`src/rtl/screen_scanout.sv`:
```
// screen_scanout: walks the 256x32-word Hack screen map and streams one pixel per
// handshake, bit 0 of each word first, tagged with its x/y position.
module screen_scanout (
   input  logic        clock,
   input  logic        reset_n,
   input  logic        enable,
   output logic [12:0] mem_address,
   input  logic [15:0] mem_data,
   output logic        pixel,
   output logic        pixel_valid,
   input  logic        pixel_ready,
   output logic [8:0]  x,
   output logic [7:0]  y,
   output logic        line_start,
   output logic        frame_start,
   output logic        frame_done,
   output logic        busy
);
   typedef enum logic [1:0] {IDLE, FETCH, SHIFT} state_t;
   state_t      state_q;
   logic [15:0] sr_q;
   logic [3:0]  cnt_q;
   logic [12:0] addr_q;
   logic [8:0]  x_q;
   logic [7:0]  y_q;
   logic        done_q;
   logic        hs;
   logic        last;
   assign pixel_valid = state_q == SHIFT;
   assign hs          = pixel_valid && pixel_ready;
   assign last        = x_q == 9'd511 && y_q == 8'd255;
   assign mem_address = state_q == IDLE ? 13'd0 : addr_q;
   assign pixel       = pixel_valid & sr_q[0];
   assign x           = x_q;
   assign y           = y_q;
   assign line_start  = pixel_valid && x_q == 9'd0;
   assign frame_start = line_start && y_q == 8'd0;
   assign frame_done  = done_q;
   assign busy        = state_q != IDLE;
   always_ff @(posedge clock or negedge reset_n)
      if (!reset_n) begin
         state_q <= IDLE;
         sr_q    <= '0;
         cnt_q   <= '0;
         addr_q  <= '0;
         x_q     <= '0;
         y_q     <= '0;
         done_q  <= 1'b0;
      end else begin
         done_q <= 1'b0;
         case (state_q)
            IDLE:
               if (enable) begin
                  addr_q  <= '0;
                  state_q <= FETCH;
               end
            FETCH: begin
               sr_q    <= mem_data;
               cnt_q   <= '0;
               state_q <= SHIFT;
            end
            SHIFT:
               if (hs) begin
                  sr_q   <= sr_q >> 1;
                  cnt_q  <= cnt_q + 4'd1;
                  x_q    <= x_q + 9'd1;
                  done_q <= last;
                  if (x_q == 9'd511)
                     y_q <= y_q + 8'd1;
                  // enable only matters once the whole frame has gone out
                  if (cnt_q == 4'd15) begin
                     addr_q  <= addr_q + 13'd1;
                     state_q <= (last && !enable) ? IDLE : FETCH;
                  end
               end
            default: state_q <= IDLE;
         endcase
      end
endmodule
```
`config.mk`:
```
export PLATFORM = sky130hd
export DESIGN_NAME = screen_scanout
export DESIGN_NICKNAME = d
export VERILOG_FILES = /design/src/rtl/screen_scanout.sv
export SDC_FILE = /design/constraint.sdc
export NUM_CORES = 1
export LEC_CHECK = 0
export ABC_AREA = 1
export CAP_MARGIN = 10
export CORE_MARGIN = 2
export CORE_UTILIZATION = 25
export DETAILED_ROUTE_END_ITERATION = 8
export PLACE_DENSITY = 0.56
export SYNTH_ARGS = -nofsm -noshare
export SYNTH_HDL_FRONTEND = slang
export SYNTH_SLANG_ARGS = --single-unit
```
`constraint.sdc`:
```
create_clock -name clock -period 2.2 [get_ports clock]
set_input_delay 0.33 -clock clock [delete_from_list [all_inputs] [get_ports clock]]
set_output_delay 0.33 -clock clock [all_outputs]
set_load 0.01 [all_outputs]
```
==> impl_metrics.ini <==
[clocking]
cts_buffers = 5
clkTransAtPathRegs_ns = 0.07
cts_buffer_depth = 2
h-tree-depth = 2
post-cts-setup-buffers = 0
cts_root_buffer = clkbuf_16
clock_sinks = 53
cts-hold-fix-buffers = 0
cts_tree = yes
cts_resized = 2
insertion_delay_ns = 0.29

[critical_path]
crit_path_end_kind = output pin
required_ns = 1.87
crit_arrival_ns = 1.73
crit_fanout = 7
crit_type = reg2out
start_kind = flop

[yosys]
postSynthCellCount = 364
syn_avg_cell_area_um2 = 7.885
synth_top_cells_by_area = dfrtp_1, nand2_1, inv_1
yosysTopAreaCellShare_pct = 46.21
yosys_warnings = 0
synth_cell_type_count = 26
ys_ff_latch = 53
async_flop_share_pct = 100.0
synth_top_area_cell = dfrtp_1
synth_area_um2 = 2870
synth_nets = 391
synth_edf_count = 0
ys_seq_area_share_pct = 46.21
yosysMostFrequentCell = nand2_1
synth_common_cells = nand2_1, inv_1, dfrtp_1
dominantRegCellSynth = dfrtp_1

[worst_hold_path]
hold_path_class = in2async

[placed_design]
globalplace.congestion = 0.8201
hpwl_mm = 4.610
portBuffers = 55
dp.cells = 557
post-place-ws_ns = 0.1932

[sta]
rsz0062_at_grt = no
hold_viol = 0
tightest_slew_ns = 0.5287
setup_slack_ns = 0.1443
clock_skew_ns = 0.004839
setup_viol = 0
max_slew_margin_pct = 64.75
slew_viol_final = 0
layout_min_cycle_time_ns = 2.056
maxClockFrequency_mhz = 486.4
setup_tns_ns = 0
period_share_pct = 93.44

[drt]
drcViolationCount = 0
drt-initial-drc-count = 109
antenna_left = 0
wl_per_cell_um = 11.37
wirelength_mm = 6.424
viasPerCell = 4.354
vias = 2460
drt_first_pass_iters = 4

[run_status]
status = complete, no violations

[cells_and_area]
area_delta_synth_final_pct = 30.47
num_antenna_cells = 0
fill_cells = 1200
layout.nets = 448
drive_above_1_share_pct = 5.687
fin_cells = 565
fin_util_pct = 33.08

[pwr]
power_frac_seq_pct = 38.2
power_frac_clock_pct = 22.0
switchingPower_uw = 1420
power.internal_uw = 2343
p_per_area_nw_per_um2 = 1005
irDropWorstVdd_v = 0.0005766
p_leak_uw = 0.001790
power.share.switching_pct = 37.73
pwr-share-comb_pct = 39.8
fin_total_pwr_uw = 3763

[floorplan]
die_w_um = 111.2
core_area_um2 = 11320
dieArea_um2 = 12350
rows = 39
ios = 56
die_height_um = 111.2
initial_core_util_pct = 25.35

[global_routing]
grt-ovfl-total = 0
grt_pass1_wl_mm = 11.50
grt_antenna_before_repair = 0
grt_pass1_vias = 2528
grt_usage_pct = 11.08
grt_max_degree = 38

[flow_run]
drv_cap = 0
-- through the flow --
step	instance area [um2]	hold slack (ns)
final	3745	0.01416
after detailed placement	3581	0.3466
after floorplan	2870	0.03441
after CTS	3737	0.02815
after global placement	3581	0.3430
after global routing	3745	0.05101
-- final timing paths --
path / cells after the start / endpoint / slack (ns) / startpoint
max: 4 / pixel / 0.14 / state_q[1]
min: 1 / cnt_q[3] / 0.01 / reset_n
max reg2reg: 9 / y[6] / 0.39 / x[1]
min reg2reg: 1 / x[4] / 0.54 / x[4]
max in group asynchronous: 2 / state_q[0] / 1.62 / reset_n
min in group clock: 1 / x[4] / 0.54 / x[4]
-- cell usage in the layout, fill, tap and decap left out --
cell             Yosys  routed
xnor2_1              4       4
ha_1                 7       7
nand3_1             29      29
dlymetal6s2s_1       0       1
inv_2                2       2
clkinv_4             0       1
buf_4                1       4
xor2_1               9       9
inv_6                0       1
dlygate4sd2_1        0       1
nor3_1              10      10
clkbuf_16            0       5
nand2_1             73      73
nand3b_1             1       1
nor4_1               1       1
inv_1               55      55
nor2_4               2       3
dfrtp_2              0       1
o22ai_1              1       1
a21oi_1              9       9
nor2_8               1       1
buf_2                5       1
clkbuf_8             0       1
buf_12               0       1
nand2_4              3       3
nand4_1              4       4
nor2_1              48      48
o211ai_1            15      15
o21ai_0             26      26
dfrtp_1             53      52
clkdlybuf4s50_1      0      52
-- worst max-delay path: stages, from the launching register on --
cell             delay [ns]
dfrtp_1                0.51
nand2_1                0.12
buf_4                  0.17
nor2_1                 0.09
clkdlybuf4s50_1        0.54
-- metal layers --
metal,vias to the layer above,track usage (%),part of all wire (%),routed length [um]
met1,1136,14.53,49,3131
li1,1279,-,-,-
met5,-,0,0,0
met4,0,3.374,1.2,74
met2,39,18.24,46,2962
met3,6,2.570,4.0,256
-- kinds of logic after synthesis --
family | synth area share [%]
AND/OR/NAND/NOR | 26.85
buffers and inverters | 9.677
flip-flops | 46.21
AO/OA/AOI/OAI | 10.24
XOR/XNOR | 3.967
adder cells (fa/ha/maj) | 3.051
-- registers in the layout, summed over array words and instances, names as in the netlist --
signal      cells
sr_q           16
addr_q         13
x               9
y               8
cnt_q           4
state_q         2
frame_done      1
-- area by class of cell --
type                            count  area, um2  area share, %
Inverter                           57      214.0          5.713
Sequential cell                    53       1328          35.45
Clock buffer                        6      138.9          3.709
Multi-Input combinational cell    244       1271          33.95
Clock inverter                      2      17.52         0.4678
Timing Repair Buffer               60      596.8          15.94
Tap cell                          143      178.9          4.778
-- power groups by stage --
stage	Sequential [uW]	Clock [uW]	Combinational, uW
floorplan	1440	0	975
finish	1440	828	1500
CTS	1430	860	1540
detailed placement	1450	0	1520
global placement	1440	0	1500
global route	1470	895	1730
No activity file was read; power rests on OpenSTA's default activity.
